File: config.mk
export PLATFORM = sky130hd
export DESIGN_NAME = divider_speed_arbiter_flat
export DESIGN_NICKNAME = d
export VERILOG_FILES = /design/src/rtl/divider_speed_arbiter_if.sv /design/src/rtl/divider_speed_arbiter.sv /design/src/flat_wrapper.sv
export SDC_FILE = /design/constraint.sdc
export NUM_CORES = 1
export LEC_CHECK = 0
export CORE_ASPECT_RATIO = 1.2
export CORE_UTILIZATION = 49
export CTS_CLUSTER_SIZE = 12
export DETAILED_ROUTE_END_ITERATION = 10
export HOLD_SLACK_MARGIN = 0.05
export MAX_ROUTING_LAYER = met4
export PLACE_DENSITY = 0.87
export SYNTH_ARGS = -nofsm -noshare
export SYNTH_HDL_FRONTEND = slang
export SYNTH_SLANG_ARGS = --single-unit
File: constraint.sdc
create_clock -name inClock -period 8.89 [get_ports inClock]
set_input_delay 1.778 -clock inClock [delete_from_list [all_inputs] [get_ports inClock]]
set_output_delay 1.778 -clock inClock [all_outputs]
set_load 0.05 [all_outputs]
File: src/rtl/divider_speed_arbiter_if.sv
// Request/grant bundle between speed requesters and the shared divider arbiter.
// The arbiter takes the slave side; the requesters and the divider take the master side.
interface divider_speed_arbiter_if #(
    parameter int NUM_REQ = 4,
    parameter int SPEED_W = 20
);
    localparam int ID_W = (NUM_REQ > 1) ? $clog2(NUM_REQ) : 1;

    logic [NUM_REQ-1:0]         req;
    logic [NUM_REQ*SPEED_W-1:0] reqSpeed;
    logic [NUM_REQ-1:0]         ack;
    logic [NUM_REQ-1:0]         err;
    logic [ID_W-1:0]            grantId;
    logic                       grantValid;
    logic [SPEED_W-1:0]         divSpeed;
    logic                       divReset;
    logic                       busy;

    modport master (
        output req, reqSpeed,
        input  ack, err, grantId, grantValid, divSpeed, divReset, busy
    );

    modport slave (
        input  req, reqSpeed,
        output ack, err, grantId, grantValid, divSpeed, divReset, busy
    );
endinterface

File: src/rtl/divider_speed_arbiter.sv
// Round-robin owner of one programmable clock divider: load, reset strobe, dwell.
// Define DIV_ARB_CLAMP_EN to clamp nonzero requested speeds to [MIN_SPEED, MAX_SPEED].
module divider_speed_arbiter #(
    parameter int NUM_REQ       = 4,
    parameter int SPEED_W       = 20,
    parameter int HOLD_CYCLES   = 1024,
    parameter int DEFAULT_SPEED = 1000,
    parameter int MIN_SPEED     = 1,
    parameter int MAX_SPEED     = 1000000
) (
    input  logic                   inClock,
    input  logic                   reset,
    divider_speed_arbiter_if.slave bus
);
    localparam int ID_W  = (NUM_REQ > 1) ? $clog2(NUM_REQ) : 1;
    localparam int IX_W  = ID_W + 1;
    localparam int CNT_W = (HOLD_CYCLES > 1) ? $clog2(HOLD_CYCLES) : 1;

    localparam logic [CNT_W-1:0]   HOLD_LAST = CNT_W'(HOLD_CYCLES - 1);
    localparam logic [SPEED_W-1:0] SPD_RST   = SPEED_W'(DEFAULT_SPEED);
    localparam logic [SPEED_W-1:0] SPD_MIN   = SPEED_W'(MIN_SPEED);
    localparam logic [SPEED_W-1:0] SPD_MAX   = SPEED_W'(MAX_SPEED);
    localparam logic [ID_W-1:0]    ID_LAST   = ID_W'(NUM_REQ - 1);

`ifdef DIV_ARB_CLAMP_EN
    localparam bit CLAMP_EN = 1'b1;
`else
    localparam bit CLAMP_EN = 1'b0;
`endif

    typedef enum logic [1:0] {
        S_IDLE,
        S_LOAD,
        S_HOLD
    } state_t;

    state_t             state_q, state_d;
    logic [ID_W-1:0]    rr_ptr_q, rr_ptr_d;
    logic [CNT_W-1:0]   hold_cnt_q, hold_cnt_d;
    logic [NUM_REQ-1:0] ack_q, ack_d;
    logic [NUM_REQ-1:0] err_q, err_d;
    logic [ID_W-1:0]    grant_id_q, grant_id_d;
    logic               grant_valid_q, grant_valid_d;
    logic [SPEED_W-1:0] div_speed_q, div_speed_d;
    logic               div_reset_q, div_reset_d;
    logic               busy_q, busy_d;

    logic [SPEED_W-1:0] req_speed [NUM_REQ];
    logic               found;
    logic [ID_W-1:0]    winner;
    logic [ID_W-1:0]    winner_nxt;
    logic [IX_W-1:0]    idx;
    logic [SPEED_W-1:0] raw_speed;
    logic [SPEED_W-1:0] eff_speed;
    logic [NUM_REQ-1:0] winner_oh;

    always_comb begin
        for (int i = 0; i < NUM_REQ; i++) begin
            req_speed[i] = bus.reqSpeed[i*SPEED_W +: SPEED_W];
        end
    end

    // First asserted request scanning upward from rr_ptr, wrapping.
    always_comb begin
        found  = 1'b0;
        winner = '0;
        idx    = '0;
        for (int k = 0; k < NUM_REQ; k++) begin
            idx = IX_W'(rr_ptr_q) + IX_W'(k);
            if (idx >= IX_W'(NUM_REQ)) begin
                idx = idx - IX_W'(NUM_REQ);
            end
            if (!found && bus.req[idx[ID_W-1:0]]) begin
                found  = 1'b1;
                winner = idx[ID_W-1:0];
            end
        end
    end

    assign winner_nxt = (winner == ID_LAST) ? '0 : winner + 1'b1;
    assign winner_oh  = NUM_REQ'(1) << winner;

    // Zero bypasses the clamp so it is still rejected.
    always_comb begin
        raw_speed = req_speed[winner];
        eff_speed = raw_speed;
        if (CLAMP_EN && (raw_speed != '0)) begin
            if (raw_speed < SPD_MIN) begin
                eff_speed = SPD_MIN;
            end else if (raw_speed > SPD_MAX) begin
                eff_speed = SPD_MAX;
            end
        end
    end

    always_comb begin
        state_d       = state_q;
        rr_ptr_d      = rr_ptr_q;
        hold_cnt_d    = hold_cnt_q;
        ack_d         = '0;
        err_d         = '0;
        grant_id_d    = grant_id_q;
        grant_valid_d = grant_valid_q;
        div_speed_d   = div_speed_q;
        div_reset_d   = 1'b0;
        busy_d        = busy_q;

        unique case (state_q)
            S_IDLE: begin
                busy_d = 1'b0;
                if (found) begin
                    rr_ptr_d = winner_nxt;
                    if (eff_speed == '0) begin
                        err_d = winner_oh;
                    end else if (eff_speed == div_speed_q) begin
                        ack_d         = winner_oh;
                        grant_id_d    = winner;
                        grant_valid_d = 1'b1;
                    end else begin
                        ack_d         = winner_oh;
                        grant_id_d    = winner;
                        grant_valid_d = 1'b1;
                        div_speed_d   = eff_speed;
                        div_reset_d   = 1'b1;
                        busy_d        = 1'b1;
                        state_d       = S_LOAD;
                    end
                end
            end
            S_LOAD: begin
                hold_cnt_d = '0;
                busy_d     = 1'b1;
                state_d    = S_HOLD;
            end
            S_HOLD: begin
                busy_d = 1'b1;
                if (hold_cnt_q == HOLD_LAST) begin
                    busy_d  = 1'b0;
                    state_d = S_IDLE;
                end else begin
                    hold_cnt_d = hold_cnt_q + 1'b1;
                end
            end
            default: begin
                busy_d  = 1'b0;
                state_d = S_IDLE;
            end
        endcase
    end

    always_ff @(posedge inClock) begin
        if (reset) begin
            state_q       <= S_IDLE;
            rr_ptr_q      <= '0;
            hold_cnt_q    <= '0;
            ack_q         <= '0;
            err_q         <= '0;
            grant_id_q    <= '0;
            grant_valid_q <= 1'b0;
            div_speed_q   <= SPD_RST;
            div_reset_q   <= 1'b1;
            busy_q        <= 1'b0;
        end else begin
            state_q       <= state_d;
            rr_ptr_q      <= rr_ptr_d;
            hold_cnt_q    <= hold_cnt_d;
            ack_q         <= ack_d;
            err_q         <= err_d;
            grant_id_q    <= grant_id_d;
            grant_valid_q <= grant_valid_d;
            div_speed_q   <= div_speed_d;
            div_reset_q   <= div_reset_d;
            busy_q        <= busy_d;
        end
    end

    assign bus.ack        = ack_q;
    assign bus.err        = err_q;
    assign bus.grantId    = grant_id_q;
    assign bus.grantValid = grant_valid_q;
    assign bus.divSpeed   = div_speed_q;
    assign bus.divReset   = div_reset_q;
    assign bus.busy       = busy_q;
endmodule

File: src/flat_wrapper.sv
// flat-port wrapper written by rule: the top's interface ports become plain ports
module divider_speed_arbiter_flat 
#(
    parameter int NUM_REQ       = 4,
    parameter int SPEED_W       = 20,
    parameter int HOLD_CYCLES   = 1024,
    parameter int DEFAULT_SPEED = 1000,
    parameter int MIN_SPEED     = 1,
    parameter int MAX_SPEED     = 1000000
)
  (inClock, reset, bus_req, bus_reqSpeed, bus_ack, bus_err, bus_grantId, bus_grantValid, bus_divSpeed, bus_divReset, bus_busy);
  divider_speed_arbiter_if #(.NUM_REQ(NUM_REQ), .SPEED_W(SPEED_W)) bus_i ();
  input  logic inClock;
  input  logic reset;
  input wire logic [$bits(bus_i.req)-1:0] bus_req;
  input wire logic [$bits(bus_i.reqSpeed)-1:0] bus_reqSpeed;
  output wire logic [$bits(bus_i.ack)-1:0] bus_ack;
  output wire logic [$bits(bus_i.err)-1:0] bus_err;
  output wire logic [$bits(bus_i.grantId)-1:0] bus_grantId;
  output wire logic [$bits(bus_i.grantValid)-1:0] bus_grantValid;
  output wire logic [$bits(bus_i.divSpeed)-1:0] bus_divSpeed;
  output wire logic [$bits(bus_i.divReset)-1:0] bus_divReset;
  output wire logic [$bits(bus_i.busy)-1:0] bus_busy;
  assign bus_i.req = bus_req;
  assign bus_i.reqSpeed = bus_reqSpeed;
  assign bus_ack = bus_i.ack;
  assign bus_err = bus_i.err;
  assign bus_grantId = bus_i.grantId;
  assign bus_grantValid = bus_i.grantValid;
  assign bus_divSpeed = bus_i.divSpeed;
  assign bus_divReset = bus_i.divReset;
  assign bus_busy = bus_i.busy;
  divider_speed_arbiter #(.NUM_REQ(NUM_REQ), .SPEED_W(SPEED_W), .HOLD_CYCLES(HOLD_CYCLES), .DEFAULT_SPEED(DEFAULT_SPEED), .MIN_SPEED(MIN_SPEED), .MAX_SPEED(MAX_SPEED)) u_core (.inClock(inClock), .reset(reset), .bus(bus_i));
endmodule
==> results.sh, run 1 <==
export IMPL_status="complete, no violations"
export IMPL_drv_slew=0
export IMPL_drcViolationCount=0
export IMPL_setup_tns_ns=0
export IMPL_dr_total_vias=3564
export IMPL_rsz0062_at_grt="false"
export IMPL_clk_pin_slew_ns=0.09
export IMPL_drtAntennaViolNets=0
export IMPL_crit_path_end_kind="flip-flop"
export IMPL_wirelength_um=9740
export IMPL_synthCells=412
export IMPL_cap_viol_max_count=0
export IMPL_drive_above_1_share_pct=6.23
export IMPL_coreArea_um2=6410
export IMPL_syn_mean_instance_area_um2=7.85
export IMPL_portBuffers=118
export IMPL_die_x_um=76.2
export IMPL_worst_ir_drop_vdd_uv=131
export IMPL_finalCritPeriodShare_pct=69.8
export IMPL_htreeDepth=2
export IMPL_fin_skew_ns=0.00873
export IMPL_num_rows=32
export IMPL_async_flop_share_pct=0
export IMPL_layout_common_cells="118 x clkdlybuf4s50_1, 61 x nand3_1, 47 x dfxtp_1, 33 x o21ai_0, 29 x nor2_1"
export IMPL_startpoint_type="input port"
export IMPL_syn_nets=503
export IMPL_crit_fanout=40
export IMPL_setup_viol=0
export IMPL_grt_usage_pct=28.6
export IMPL_total_power_uw=932
export IMPL_p_leak_nw=1.83
export IMPL_grt_first_pass_wirelength_um=15400
export IMPL_die_h_um=91.0
export IMPL_hold_path_class="reg2reg"
export IMPL_cts_root_buf="clkbuf_8"
export IMPL_final_net_count=604
export IMPL_synth_edf_count=0
export IMPL_grt_antenna_before_repair=0
export IMPL_slew_headroom_pct=24.1
export IMPL_hpwlAfterDp_um=7080
export IMPL_clock_latency_ns=0.30
export IMPL_grt_start_max_net_pins=57
export IMPL_die_area_um2=6930
export IMPL_synth_seq_cells=47
export IMPL_synthDistinctLibCells=56
export IMPL_hold_buffers=0
export IMPL_crit_required_ns=9.09
export IMPL_critPathArrivalTime_ns=6.40
export IMPL_cts_path_max_buffers=2
export IMPL_dr_first_iter_drc_count=192
export IMPL_post_cts_setup_buffer_count=0
export IMPL_synth_seq_area_share_pct=29.1
export IMPL_drtPass1Iterations=7
export IMPL_antenna_cells=0
export IMPL_syn2layout_area_growth_pct=40.2
export IMPL_cts_resized=0
export IMPL_routabilityCongestion=0.940
export IMPL_fmax_mhz=161
export IMPL_grt_pass1_vias=3365
export IMPL_grt_overflow=0
export IMPL_ys_warn_count=0
export IMPL_synthFlopType="dfxtp_1"
export IMPL_crit_type="in2reg"
export IMPL_cts_buffers=5
export IMPL_io_pins=119
export IMPL_final_common_cell="clkdlybuf4s50_1"
export IMPL_post_drt_wl_per_cell_um=16.3
export IMPL_worst_pin_slew_ns=1.14
export IMPL_hold_viol_final=0
export IMPL_initial_core_util_pct=50.5
export IMPL_cts_sinks=47
export IMPL_power_density_nw_per_um2=206
export IMPL_synthesis_area_um2=3230
export IMPL_vias_per_cell=5.95
export IMPL_layout_min_cycle_time_ns=6.20
export IMPL_cts_tree="yes"
## synth_stat cells, types with 3 or more instances
| master | instances | area (um2) |
|---|---|---|
| buf_2 | 8 | 40.0 |
| o22a_1 | 4 | 35.0 |
| nor2_1 | 29 | 109 |
| o21ai_0 | 33 | 165 |
| mux2i_1 | 17 | 170 |
| xnor2_1 | 4 | 35.0 |
| nor2b_1 | 10 | 62.6 |
| nand3b_1 | 8 | 60.1 |
| mux2_2 | 3 | 33.8 |
| a22oi_1 | 8 | 60.1 |
| and3_1 | 26 | 163 |
| nand3_1 | 61 | 305 |
| nand4_1 | 3 | 18.8 |
| dfxtp_1 | 47 | 941 |
| a21o_1 | 3 | 22.5 |
| xor2_1 | 4 | 35.0 |
| nand2_1 | 14 | 52.6 |
| a211oi_2 | 4 | 50.1 |
| buf_6 | 4 | 45.0 |
| nand2b_1 | 10 | 62.6 |
| and2_1 | 4 | 25.0 |
| a211oi_1 | 8 | 60.1 |
| nor3_1 | 6 | 30.0 |
| ha_1 | 5 | 62.6 |
| inv_1 | 12 | 45.0 |
| or3_1 | 3 | 18.8 |
| a21oi_1 | 22 | 110 |
| clkbuf_1 | 12 | 45.0 |
## layout make-up
| type | instances | area (um2) |
|---|---|---|
| multi-input cells | 325 | 2100 |
| clock buffers | 6 | 72.6 |
| fillers | 513 | 1870 |
| clock inverters | 2 | 60.1 |
| well taps | 85 | 106 |
| repair buffers | 121 | 1200 |
| inverters | 13 | 50.0 |
| flip-flops and latches | 47 | 941 |
## per-stage QoR
step	util, %	std cells	setup slack (ns)	instance area (um2)	hold slack (ns)
floorplan	-	412	4.72	3230	0.455
global placement	68.7	591	2.79	4400	0.455
detailed placement	68.7	591	2.51	4400	0.471
CTS	70.8	599	2.74	4530	0.485
global route	70.8	599	2.38	4530	0.503
finish	70.8	599	2.69	4530	0.474
## cell families after synthesis
group           synth area share, %
xor+xnor                       2.17
simple gates                   32.0
compound gates                 21.3
mux                            7.24
fa+ha+maj                      1.93
buf+inv                        6.19
flops                          29.1
## sequential cells by signal, indices dropped and copies added (netlist names)
| register | cells |
|---|---|
| u_core.bus.grantId | 2 |
| u_core.hold_cnt_q | 10 |
| u_core.bus.divSpeed | 20 |
| u_core.bus.divReset | 1 |
| u_core.bus.ack | 4 |
| u_core.state_q | 2 |
| u_core.rr_ptr_q | 2 |
| u_core.bus.grantValid | 1 |
| u_core.bus.busy | 1 |
| u_core.bus.err | 4 |
## power by group
part           internal [mW]  switching, mW  total, mW  leakage (nW)
combinational          0.188          0.288      0.476          1.38
clock                  0.112         0.0752      0.188        0.0654
sequential             0.239         0.0291      0.268         0.386
## critical path: stages
cell,delay [ns]
clkdlybuf4s50_1,0.49
nor2b_1,0.23
a211o_1,0.92
nand2_1,0.64
a211oi_1,0.70
nor3_1,0.09
o22ai_1,0.13
and4b_1,0.23
a31oi_4,0.76
mux2_2,0.42
## per-layer routing
metal	routed length (um)	global-route usage, %	part of all wire (%)	up-vias
met4	269	10.4	2.8	0
met3	627	4.82	6.4	27
li1	-	-	-	1702
met5	0	-	0	-
met2	5120	52.5	53	165
met1	3720	30.8	38	1670
## final timing paths
path	start	end	slack, ns	cells after the start
setup / recovery	bus_req[2]	u_core.bus.divSpeed[4]	2.69	10
hold reg to reg	u_core.bus.grantValid	u_core.bus.grantValid	0.47	2
hold / removal	u_core.bus.grantValid	u_core.bus.grantValid	0.47	2
setup reg to reg	u_core.rr_ptr_q[0]	u_core.bus.divSpeed[4]	4.37	9
Note: power is estimated with default switching activity, not from simulation.
==> run 2: changes to the inputs <==
--- a/config.mk
+++ b/config.mk
@@ -6,12 +6,12 @@
 export NUM_CORES = 1
 export LEC_CHECK = 0
 export CORE_ASPECT_RATIO = 1.2
-export CORE_UTILIZATION = 49
+export CORE_UTILIZATION = 41
 export CTS_CLUSTER_SIZE = 12
 export DETAILED_ROUTE_END_ITERATION = 10
 export HOLD_SLACK_MARGIN = 0.05
 export MAX_ROUTING_LAYER = met4
-export PLACE_DENSITY = 0.87
+export PLACE_DENSITY = 0.78
 export SYNTH_ARGS = -nofsm -noshare
 export SYNTH_HDL_FRONTEND = slang
 export SYNTH_SLANG_ARGS = --single-unit
==> constraint.sdc (replaced) <==
create_clock -name inClock -period 5.7 [get_ports inClock]
set_input_delay 1.14 -clock inClock [delete_from_list [all_inputs] [get_ports inClock]]
set_output_delay 1.14 -clock inClock [all_outputs]
set_load 0.05 [all_outputs]
==> run 2 against run 1 <==
Net effect:
- flip-flop and latch count stayed put
- power increased by 47%
- clock-buffer cell count unchanged
- utilization decreased by 12 points
- register-to-register slack worse by 2.3 ns
- combinational power rose by 55%
- global-route usage fell by 4.3 points
- clock power rose by 15%
- first-iteration DRC count shrank 18%
- critical path type unchanged
- critical endpoint is now u_core.bus.divSpeed[19]
==> results.sh, run 2 (synthesis results as in run 1) <==
export IMPL_layout_min_cycle_time_ns=4.58
export IMPL_p_comb_share_pct=53.9
export IMPL_largest_reg_flops=20
export IMPL_startpoint_type="input port"
export IMPL_grt_antenna_before_repair=0
export IMPL_slew_headroom_pct=35.1
export IMPL_critPathArrivalTime_ns=4.77
export IMPL_die_h_um=99.3
export IMPL_clock_latency_ns=0.31
export IMPL_drive_above_1_share_pct=6.78
export IMPL_drtAntennaViolNets=0
export IMPL_clkPwrFrac_pct=15.7
export IMPL_clk_pin_slew_ns=0.08
export IMPL_finalCritPeriodShare_pct=80.4
export IMPL_final_net_count=606
export IMPL_drv_slew=0
export IMPL_coreArea_um2=7660
export IMPL_grt_first_pass_wirelength_um=15700
export IMPL_die_area_um2=8250
export IMPL_rsz0062_at_grt="false"
export IMPL_final_cells=608
export IMPL_cts_buffers=5
export IMPL_crit_type="in2reg"
export IMPL_portBuffers=118
export IMPL_p_leak_nw=1.82
export IMPL_fin_util_pct=59.0
export IMPL_worst_pin_slew_ns=0.974
export IMPL_cts_sinks=47
export IMPL_cts_resized=0
export IMPL_crit_fanout=25
export IMPL_wirelength_um=9930
export IMPL_crit_path_end_kind="flip-flop"
export IMPL_nFillCells=680
export IMPL_p_sw_uw=604
export IMPL_drcViolationCount=0
export IMPL_hold_path_class="reg2reg"
export IMPL_grtUsageMet2_pct=45.8
export IMPL_grt_usage_pct=24.3
export IMPL_htreeDepth=2
export IMPL_layout_common_cells="118 x clkdlybuf4s50_1, 61 x nand3_1, 47 x dfxtp_1, 33 x o21ai_0, 29 x nor2_1"
export IMPL_use_met3_pct=3.73
export IMPL_post_drt_wl_per_cell_um=16.3
export IMPL_die_x_um=83.1
export IMPL_fin_skew_ns=0.0110
export IMPL_hold_buffers=0
export IMPL_drtPass1Iterations=6
export IMPL_whs_ns=0.494
export IMPL_p_int_uw=769
export IMPL_switching_share_pct=44.0
export IMPL_io_pins=119
export IMPL_use_met1_pct=25.9
export IMPL_status="complete, no violations"
export IMPL_setup_tns_ns=0
export IMPL_dr_total_vias=3479
export IMPL_hpwlAfterDp_um=7580
export IMPL_num_rows=35
export IMPL_setup_viol=0
export IMPL_cap_viol_max_count=0
export IMPL_initial_core_util_pct=42.2
export IMPL_dr_first_iter_drc_count=157
export IMPL_power_density_nw_per_um2=303
export IMPL_power_share_sequential_pct=30.4
export IMPL_worst_ir_drop_vdd_uv=237
export IMPL_busiest_layer="met2"
export IMPL_syn2layout_area_growth_pct=39.9
export IMPL_antenna_cells=0
export IMPL_final_common_cell="clkdlybuf4s50_1"
export IMPL_grt_overflow=0
export IMPL_cts_tree="yes"
export IMPL_grt_pass1_vias=3425
export IMPL_fmax_mhz=218
export IMPL_dp_cells=600
export IMPL_vias_per_cell=5.72
export IMPL_hold_viol_final=0
export IMPL_routabilityCongestion=0.833
export IMPL_cts_path_max_buffers=2
export IMPL_post_cts_setup_buffer_count=0
export IMPL_crit_required_ns=5.89
export IMPL_cts_root_buf="clkbuf_8"
export IMPL_grt_start_max_net_pins=57
-- run 2: changes by cell type in the layout (fill, tap and decap cells not counted), sizes merged --
cell	before	now
bufinv	2	0
clkinvlp	0	1
buf	3	5
clkinv	1	2
-- run 2: stage by stage --
stage               power [mW]  setup slack [ns]  instance area [um2]
finish                    1.37              1.12                 4520
global route              1.45             0.934                 4520
CTS                       1.38              1.11                 4520
detailed placement        1.16             0.784                 4430
global placement          1.15             0.872                 4430
floorplan                0.936              2.17                 3230
-- run 2: final timing paths --
kind | start | endpoint | slack [ns] | depth (start not counted)
worst max-delay path | bus_req[1] | u_core.bus.divSpeed[19] | 1.12 | 11
worst min-delay path | u_core.bus.grantValid | u_core.bus.grantValid | 0.49 | 2
worst max register to register | u_core.rr_ptr_q[0] | u_core.bus.divSpeed[19] | 2.12 | 10
worst min register to register | u_core.bus.grantValid | u_core.bus.grantValid | 0.49 | 2
-- run 2: layout make-up --
cell class	count	area (um2)	share of cell area, %
repair buffers	123	1220	26.9
multi-input cells	325	2100	46.4
clock inverters	2	16.3	0.360
well taps	92	115	2.54
inverters	13	50.0	1.11
flip-flops and latches	47	941	20.8
clock buffers	6	82.6	1.83
-- run 2: worst max-delay path: stages --
cell and delay, ns:
clkdlybuf4s50_1 0.53, nor2b_1 0.10, or3_1 0.39, a21o_1 0.20, clkinv_2 0.29, nand3_1 0.27
and3_1 0.25, o22ai_1 0.15, and4b_1 0.23, a31oi_4 0.79, mux2_2 0.42
-- run 2: per-layer routing --
metal	routed length [um]	share of wire, %
met5	0	0
met4	232	2.3
met3	509	5.1
met2	5260	53
met1	3930	40
-- run 2: power by group through the flow --
stage	Clock, mW	Sequential [mW]	Combinational (mW)
detailed placement	0	0.423	0.737
finish	0.216	0.417	0.739
floorplan	0	0.546	0.390
global placement	0	0.422	0.727
CTS	0.219	0.417	0.740
global route	0.234	0.423	0.797
==> run 3: changes to the inputs <==
--- a/config.mk
+++ b/config.mk
@@ -6,12 +6,12 @@
 export NUM_CORES = 1
 export LEC_CHECK = 0
 export CORE_ASPECT_RATIO = 1.2
-export CORE_UTILIZATION = 41
+export CORE_UTILIZATION = 45
 export CTS_CLUSTER_SIZE = 12
 export DETAILED_ROUTE_END_ITERATION = 10
 export HOLD_SLACK_MARGIN = 0.05
 export MAX_ROUTING_LAYER = met4
-export PLACE_DENSITY = 0.78
+export PLACE_DENSITY = 0.81
 export SYNTH_ARGS = -nofsm -noshare
 export SYNTH_HDL_FRONTEND = slang
 export SYNTH_SLANG_ARGS = --single-unit
==> constraint.sdc (replaced) <==
create_clock -name inClock -period 4.6 [get_ports inClock]
set_input_delay 0.92 -clock inClock [delete_from_list [all_inputs] [get_ports inClock]]
set_output_delay 0.92 -clock inClock [all_outputs]
set_load 0.05 [all_outputs]
==> run 3 against run 2 <==
Net effect:
- clock power up 51%
- combinational power up 25%
- clock-buffer cell count unchanged
- sequential power grew 24%
- final area increased by 0.97%
==> results.sh, run 3 (synthesis results as in run 1) <==
export IMPL_cts_tree="yes"
export IMPL_p_leak_nw=1.85
export IMPL_setup_tns_ns=0
export IMPL_setup_slack_ns=0.544
export IMPL_grt_pass1_vias=3350
export IMPL_layout_common_cells="118 x clkdlybuf4s50_1, 61 x nand3_1, 47 x dfxtp_1, 33 x o21ai_0, 29 x nor2_1"
export IMPL_cts_resized=0
export IMPL_slew_headroom_pct=26.2
export IMPL_final_net_count=608
export IMPL_die_h_um=94.9
export IMPL_slowest_stage="clkdlybuf4s50_1"
export IMPL_worst_pin_slew_ns=1.10
export IMPL_startpoint_type="input port"
export IMPL_drcViolationCount=0
export IMPL_initial_core_util_pct=46.9
export IMPL_status="complete, no violations"
export IMPL_place_ws_ns=0.258
export IMPL_clock_latency_ns=0.30
export IMPL_crit_fanout=21
export IMPL_finalCritPeriodShare_pct=88.2
export IMPL_grt_start_max_net_pins=40
export IMPL_setup_viol=0
export IMPL_antenna_cells=0
export IMPL_drv_slew=0
export IMPL_critPathArrivalTime_ns=4.29
export IMPL_crit_path_end_kind="flip-flop"
export IMPL_worst_ir_drop_vdd_uv=199
export IMPL_die_x_um=79.4
export IMPL_dr_first_iter_drc_count=131
export IMPL_num_rows=33
export IMPL_grt_overflow=0
export IMPL_power_density_nw_per_um2=387
export IMPL_grt_antenna_before_repair=0
export IMPL_io_pins=119
export IMPL_fmax_mhz=247
export IMPL_htreeDepth=2
export IMPL_cts_buffers=5
export IMPL_post_drt_wl_per_cell_um=15.8
export IMPL_drive_above_1_share_pct=7.14
export IMPL_hold_buffers=0
export IMPL_rsz0062_at_grt="false"
export IMPL_crit_required_ns=4.84
export IMPL_slowest_delay_ns=0.54
export IMPL_cts_root_buf="clkbuf_8"
export IMPL_wirelength_um=9540
export IMPL_cap_viol_max_count=0
export IMPL_portBuffers=118
export IMPL_total_power_mw=1.77
export IMPL_vias_per_cell=5.78
export IMPL_coreArea_um2=6900
export IMPL_drtAntennaViolNets=0
export IMPL_grt_usage_pct=27.0
export IMPL_hold_viol_final=0
export IMPL_routabilityCongestion=0.971
export IMPL_hpwlAfterDp_um=7220
export IMPL_drtPass1Iterations=5
export IMPL_syn2layout_area_growth_pct=41.3
export IMPL_die_area_um2=7530
export IMPL_path_cells="clkdlybuf4s50_1 -> nor2b_1 -> or3_1 -> a21o_1 -> clkinv_2 -> nand3_1 -> and3_1 -> o22a_1 -> and4_1 -> a31oi_4 -> buf_4 -> mux2i_1"
export IMPL_fin_skew_ns=0.00801
export IMPL_final_common_cell="clkdlybuf4s50_1"
export IMPL_cts_sinks=47
export IMPL_largest_reg_flops=20
export IMPL_crit_type="in2reg"
export IMPL_post_cts_setup_buffer_count=0
export IMPL_clk_pin_slew_ns=0.09
export IMPL_grt_first_pass_wirelength_um=15400
export IMPL_dr_total_vias=3495
export IMPL_layout_min_cycle_time_ns=4.06
export IMPL_hold_path_class="reg2reg"
export IMPL_cts_path_max_buffers=2
export IMPL_fin_util_pct=66.2
==> run 3: cell types whose count changed in the layout (fill, tap and decap cells not counted) <==
cell        change
buf_12          +1
buf_4           +1
bufinv_16       +1
clkinv_4        -1
clkinvlp_4      -1
inv_6           +1
==> run 3: metrics by stage <==
step	cell area (um2)	hold WS, ns	cells
2_1_floorplan	3230	0.455	412
3_3_place_gp	4450	0.455	597
3_5_place_dp	4450	0.464	597
4_1_cts	4570	0.481	605
5_1_grt	4570	0.517	605
6_report	4570	0.474	605
==> run 3: cell type report <==
type                            instances  area [um2]
Timing Repair Buffer                  125        1250
Tap cell                               87         109
Inverter                               13        50.0
Fill cell                             575        2330
Sequential cell                        47         941
Clock buffer                            6        82.6
Clock inverter                          2        38.8
Multi-Input combinational cell        325        2100
==> run 3: power by group <==
| part | switching (mW) | internal [mW] |
|---|---|---|
| Sequential | 0.0546 | 0.462 |
| Combinational | 0.551 | 0.373 |
| Clock | 0.148 | 0.179 |
==> run 3: final timing paths <==
check,from,slack [ns],cells after the start,to
worst min register to register,u_core.bus.grantValid,0.47,2,u_core.bus.grantValid
worst max register to register,u_core.rr_ptr_q[0],1.33,11,u_core.bus.divSpeed[14]
worst min-delay path,u_core.bus.grantValid,0.47,2,u_core.bus.grantValid
worst max-delay path,bus_req[1],0.54,12,u_core.bus.divSpeed[14]
==> run 3: worst max-delay path, delay by kind of cell <==
family,cells,cell delay (ns)
AOI/OAI and AO/OA,3,0.89
buffers and inverters,3,1.10
muxes,1,0.21
and+or+nand+nor,5,1.17
==> run 3: routing by layer <==
metal / part of all wire [%] / global-route usage, % / vias up
met5: 0 / - / -
met4: 2.6 / 10.0 / 0
met3: 6.3 / 3.86 / 22
met2: 50 / 47.1 / 149
met1: 41 / 31.1 / 1614
li1: - / - / 1710
